===== src/rtl/noc_output_port_queue.sv =====
// noc_output_port_queue
// Router output-port arbiter. Several input channels share one FIFO of DEPTH
// flits. Each cycle the arbiter accepts as many flits as there is free space,
// walking the channels in round-robin order. It drains one flit per cycle
// toward the neighbouring router.
//
// Handshake (valid/ready, both sides): a flit moves on a rising clock edge
// exactly when valid and ready are both high in that cycle. A producer holds
// valid and data stable until that happens. The in_ready grants depend
// combinationally on in_valid, but in_valid never depends on in_ready.
//
// Optional feature: define OUTPUT_QUEUE_STALL_CNT_EN to build a saturating
// 16-bit counter of cycles in which some valid channel was refused.
// Without the macro, stall_count is tied to zero.
module noc_output_port_queue #(
   parameter int NUM_IN = 5,
   parameter int DEPTH  = 8,
   parameter int DEST_W = 8,
   parameter int REQ_W  = 4,
   parameter int DATA_W = 32,
   parameter int FLIT_W = DEST_W + REQ_W + 2 + DATA_W
) (
   input  logic                       clk,
   input  logic                       reset,
   input  logic [NUM_IN-1:0]          in_valid,
   input  logic [NUM_IN*FLIT_W-1:0]   in_flit,
   output logic [NUM_IN-1:0]          in_ready,
   output logic                       out_valid,
   output logic [FLIT_W-1:0]          out_flit,
   input  logic                       out_ready,
   output logic [$clog2(DEPTH):0]     count,
   output logic                       full,
   output logic                       empty,
   output logic [15:0]                stall_count
);

   localparam int PTR_W = $clog2(DEPTH);
   localparam int CNT_W = PTR_W + 1;
   localparam int IDX_W = (NUM_IN > 1) ? $clog2(NUM_IN) : 1;
   localparam logic [CNT_W-1:0] DEPTH_L  = CNT_W'(DEPTH);
   localparam logic [IDX_W:0]   NUM_IN_L = (IDX_W+1)'(NUM_IN);

   logic [FLIT_W-1:0] mem_q [DEPTH];
   logic [PTR_W-1:0]  wr_ptr_q, wr_ptr_d;
   logic [PTR_W-1:0]  rd_ptr_q, rd_ptr_d;
   logic [CNT_W-1:0]  count_q, count_d;
   logic [IDX_W-1:0]  rr_ptr_q, rr_ptr_d;

   logic [CNT_W-1:0]  free;
   logic [CNT_W-1:0]  g_cnt;
   logic [NUM_IN-1:0] grant;
   logic [CNT_W-1:0]  slot [NUM_IN];
   logic              deny_seen;
   logic [IDX_W:0]    idx_sum;
   logic [IDX_W-1:0]  idx;
   logic              pop;

   // Free space comes only from the registered count, so a slot freed by
   // this cycle's pop cannot be reused until the next cycle.
   assign free = DEPTH_L - count_q;

   // Round-robin grant walk. Each granted channel gets a write-slot offset
   // in walk order. The first refused valid channel becomes next cycle's
   // top priority.
   always_comb begin
      grant     = '0;
      g_cnt     = '0;
      deny_seen = 1'b0;
      rr_ptr_d  = rr_ptr_q;
      idx_sum   = '0;
      idx       = '0;
      for (int k = 0; k < NUM_IN; k++) slot[k] = '0;
      for (int k = 0; k < NUM_IN; k++) begin
         idx_sum = {1'b0, rr_ptr_q} + (IDX_W+1)'(k);
         if (idx_sum >= NUM_IN_L) idx_sum = idx_sum - NUM_IN_L;
         idx = idx_sum[IDX_W-1:0];
         if (!reset && in_valid[idx]) begin
            if (g_cnt < free) begin
               grant[idx] = 1'b1;
               slot[idx]  = g_cnt;
               g_cnt      = g_cnt + 1'b1;
            end else if (!deny_seen) begin
               deny_seen = 1'b1;
               rr_ptr_d  = idx;
            end
         end
      end
   end

   assign in_ready = grant;

   // Pop and next-state pointer arithmetic. The power-of-two depth makes
   // the pointers wrap naturally.
   always_comb begin
      pop      = !reset && (count_q != '0) && out_ready;
      wr_ptr_d = wr_ptr_q + g_cnt[PTR_W-1:0];
      rd_ptr_d = rd_ptr_q + PTR_W'(pop);
      count_d  = count_q + g_cnt - CNT_W'(pop);
   end

   // Control state register, with a synchronous reset that discards the
   // FIFO contents.
   always_ff @(posedge clk) begin
      if (reset) begin
         wr_ptr_q <= '0;
         rd_ptr_q <= '0;
         count_q  <= '0;
         rr_ptr_q <= '0;
      end else begin
         wr_ptr_q <= wr_ptr_d;
         rd_ptr_q <= rd_ptr_d;
         count_q  <= count_d;
         rr_ptr_q <= rr_ptr_d;
      end
   end

   // Flit storage. Granted flits land in consecutive slots after wr_ptr.
   always_ff @(posedge clk) begin
      for (int i = 0; i < NUM_IN; i++) begin
         if (grant[i]) mem_q[wr_ptr_q + slot[i][PTR_W-1:0]] <= in_flit[i*FLIT_W +: FLIT_W];
      end
   end

   assign out_valid = (count_q != '0);
   assign out_flit  = out_valid ? mem_q[rd_ptr_q] : '0;
   assign count     = count_q;
   assign full      = (count_q == DEPTH_L);
   assign empty     = (count_q == '0);

`ifdef OUTPUT_QUEUE_STALL_CNT_EN
   logic [15:0] stall_q;

   // Count cycles in which some valid channel was refused, saturating at all-ones.
   always_ff @(posedge clk) begin
      if (reset) begin
         stall_q <= 16'h0000;
      end else if (|(in_valid & ~grant) && (stall_q != 16'hFFFF)) begin
         stall_q <= stall_q + 16'd1;
      end
   end

   assign stall_count = stall_q;
`else
   assign stall_count = 16'h0000;
`endif

endmodule


===== config.mk =====
export PLATFORM = sky130hd
export DESIGN_NAME = noc_output_port_queue
export DESIGN_NICKNAME = d
export VERILOG_FILES = /design/src/rtl/noc_output_port_queue.sv
export SDC_FILE = /design/constraint.sdc
export NUM_CORES = 2
export LEC_CHECK = 0
export CAP_MARGIN = 25
export CORE_UTILIZATION = 40
export DETAILED_ROUTE_END_ITERATION = 10
export GPL_ROUTABILITY_DRIVEN = 0
export SLEW_MARGIN = 30
export SYNTH_ARGS = -nofsm -noshare
export SYNTH_HDL_FRONTEND = slang
export SYNTH_SLANG_ARGS = --single-unit

===== constraint.sdc =====
create_clock -name clk -period 17.1 [get_ports clk]
set_input_delay 4.275 -clock clk [delete_from_list [all_inputs] [get_ports clk]]
set_output_delay 4.275 -clock clk [all_outputs]
set_load 0.05 [all_outputs]

==> flow_metrics.py <==
metrics = {
    "grt": {
        "gr-total-overflow": 0,
        "grt_pass1_wl_um": 209000,
        "grt_pass1_vias": 29500,
        "grt.total_usage": 0.348,
        "antenna_found_initial": 21,
        "grt_max_degree": 53,
    },
    "timing": {
        "skew_ps": 17.5,
        "finalSetupTns_ps": 0,
        "fmax_ghz": 0.0602,
        "max-slew-margin-rel": 0.243,
        "finalHoldViolCount": 0,
        "finalSetupViolations": 0,
        "fin_hold_ws_ps": 773,
        "fin_crit_ps": 16610,
        "tightest_slew_ps": 1140,
        "post-route-period-util": 0.971,
        "finalMaxSlewViolations": 0,
    },
    "floorplanning": {
        "die_h_um": 286,
        "num_rows": 103,
        "pin_count": 312,
        "die-area_um2": 81700,
        "core_area_um2": 79400,
        "die_x_um": 286,
        "start_util": 0.406,
    },
    "worst_setup_path": {
        "r2r-end": "mem_q[2][16]",
        "endpoint_kind": "primary output",
        "worstSetupPathType": "in2out",
        "slowest_delay_ps": 810,
        "r2r_slack_ps": 4700,
        "reg2regPathDepth": 42,
        "arrival_ps": 12340,
        "slowest_stage": "clkdlybuf4s50_1",
        "cp_max_fo": 9,
        "start_kind": "primary input",
        "crit_required_ps": 12820,
        "regToRegStartpoint": "rr_ptr_q[1]",
    },
    "clock_tree": {
        "cts_tree": "yes",
        "cts_buffers": 46,
        "htreeDepth": 2,
        "clock-sinks": 381,
        "postCtsHoldBufs": 0,
        "cts_max_path_buffers": 3,
        "clk-insertion-delay-late_ps": 610,
        "root_buffer": "clkbuf_16",
        "clkSlewWorstSetupHoldPaths_ps": 50,
    },
    "cells_and_area": {
        "post-route-util": 0.469,
        "layout.nets": 3712,
        "fin_cells": 4524,
        "area.growth.synth_to_final_pct": 15.6,
        "drive_gt1_frac": 0.199,
    },
    "yosys": {
        "synth_area_leaders": "edfxtp_1, mux2_2, a221oi_1",
        "yosys.area.top_type_share": 0.343,
        "ys_warn_count": 0,
        "yosysMostFrequentCell": "nor2_1",
        "syn_avg_cell_area_um2": 9.42,
        "yosys_register_bits": 381,
        "yosys_most_used_dff": "edfxtp_1",
        "syn_inst": 3421,
        "netlist_area_um2": 32200,
        "synth_edf_count": 368,
        "synth_cell_types": 85,
        "synthTopCellsByCount": "nor2_1, nand2_1, a21oi_1",
        "synth_top_area_cell": "edfxtp_1",
        "async_flop_share": 0,
        "seq_area_frac_synth": 0.351,
    },
    "hold_path": {
        "hp-start": "rd_ptr_q[2]",
        "min_to": "rd_ptr_q[2]",
        "hold_path.class": "reg2reg",
        "whs_path_depth": 2,
    },
    "place": {
        "dp.cells": 4436,
        "io_buffers": 295,
        "hpwlAfterDp_um": 82400,
    },
    "power": {
        "p_leak_nw": 12.9,
        "clockPowerShare": 0.152,
        "p_int_mw": 3.34,
        "power.share.sequential": 0.265,
        "p_comb_frac": 0.583,
        "power_density_nw_per_um2": 169,
        "total_power_mw": 6.27,
        "swShare": 0.468,
        "power_switching_mw": 2.94,
        "ir_drop_v": 0.000192,
    },
    "status": {
        "status": "completed",
    },
    "drt": {
        "route.detailed.drc": 0,
        "wl_per_cell_um": 32.5,
        "drtPass1Iterations": 7,
        "viasPerCell": 6.84,
        "wl_um": 147000,
        "first_iter_violations": 4904,
        "num_vias": 30900,
        "ant_nets": 0,
    },
    "job": {
        "drv_cap": 0,
    },
}
critical path: cells and delay by family:
kind | cells | cell delay, ps
fa+ha+maj | 3 | 890
buf+inv | 6 | 1810
mux | 1 | 260
simple gates | 11 | 2810
xor+xnor | 1 | 220
compound gates | 8 | 2050
kinds of logic after synthesis:
logic type,share of synthesized area
multiplexers,0.223
AND/OR/NAND/NOR,0.136
other,0.000116
buffers and inverters,0.0665
flip-flops,0.351
AO/OA/AOI/OAI,0.194
adder cells (fa/ha/maj),0.0177
XOR/XNOR,0.0115
power groups by stage:
stage,clock network (mW),logic [mW],registers (mW)
final,0.956,3.66,1.66
after detailed placement,0,3.55,1.68
after global placement,0,3.48,1.68
after global routing,0.987,3.81,1.69
after floorplan,0,2.31,1.66
after CTS,0.953,3.56,1.66
cells in the final DEF, fill, tap and decap left out, types with 6 or more instances in the layout:
cell,netlist,routed
o21ai_0,25,25
xor2_1,6,6
nor3_1,14,13
a21oi_1,388,384
a211oi_1,15,15
a31oi_1,23,19
fa_1,8,8
and2_1,11,11
a221oi_1,365,365
or3_1,10,10
mux4_2,95,95
dfxtp_1,13,10
clkinv_2,0,6
mux2i_1,89,72
or2_2,9,9
mux2i_4,1,17
clkbuf_1,126,15
edfxtp_1,368,368
a22o_1,9,9
nand3_1,24,14
inv_1,45,45
ha_1,32,32
diode_2,0,10
xnor2_1,25,24
a21o_1,8,8
clkbuf_16,0,46
o211ai_1,10,10
nor2_1,464,460
nand2_1,423,421
nand2b_1,18,18
clkinv_1,0,6
nand3_2,0,6
mux2_2,362,362
conb_1,1,17
nand4_1,9,9
buf_4,19,75
nor2b_1,16,15
nor3b_1,6,6
clkdlybuf4s50_1,0,293
a41oi_1,7,7
stage by stage:
stage | instance area (um2) | setup WS (ps)
final | 37200 | 488
after global routing | 37200 | -13.5
after CTS | 37200 | 345
after detailed placement | 35800 | 381
after global placement | 35600 | 687
after floorplan | 32300 | 2180
what timing repair did:
item,4_1_cts,5_1_grt
setup endpoints to repair,0,2
setup buffers,0,0
resized for setup,0,3
final cells by class:
| type | instances | area (um2) |
|---|---|---|
| diodes | 10 | 25.0 |
| clock buffers | 61 | 1210 |
| clock inverters | 17 | 166 |
| fillers | 7520 | 42200 |
| inverters | 46 | 173 |
| multi-input cells | 2579 | 19300 |
| flip-flops and latches | 381 | 11300 |
| well taps | 1050 | 1310 |
| repair buffers | 380 | 3730 |
worst max-delay path by stage:
stage / start / to / slack [ps] / cells after the start
after floorplan: in_valid[4] / in_ready[3] / 2180 / 28
after global placement: in_valid[4] / in_ready[0] / 690 / 29
after detailed placement: in_valid[4] / in_ready[2] / 380 / 31
after CTS: in_valid[4] / in_ready[2] / 350 / 31
after global routing: in_valid[4] / in_ready[2] / -10 / 31
final: in_valid[4] / in_ready[2] / 490 / 30
per-layer routing:
layer,routed length (um),GRT usage
met1,53500,0.448
met2,64600,0.533
met3,21100,0.108
met4,7640,0.164
met5,152,0.00116
registers in the layout, indices dropped and copies added, names as in the netlist:
register / cells
mem_q: 368
count: 4
rd_ptr_q: 3
rr_ptr_q: 3
wr_ptr_q: 3
Note: power is estimated with default switching activity, not from simulation.
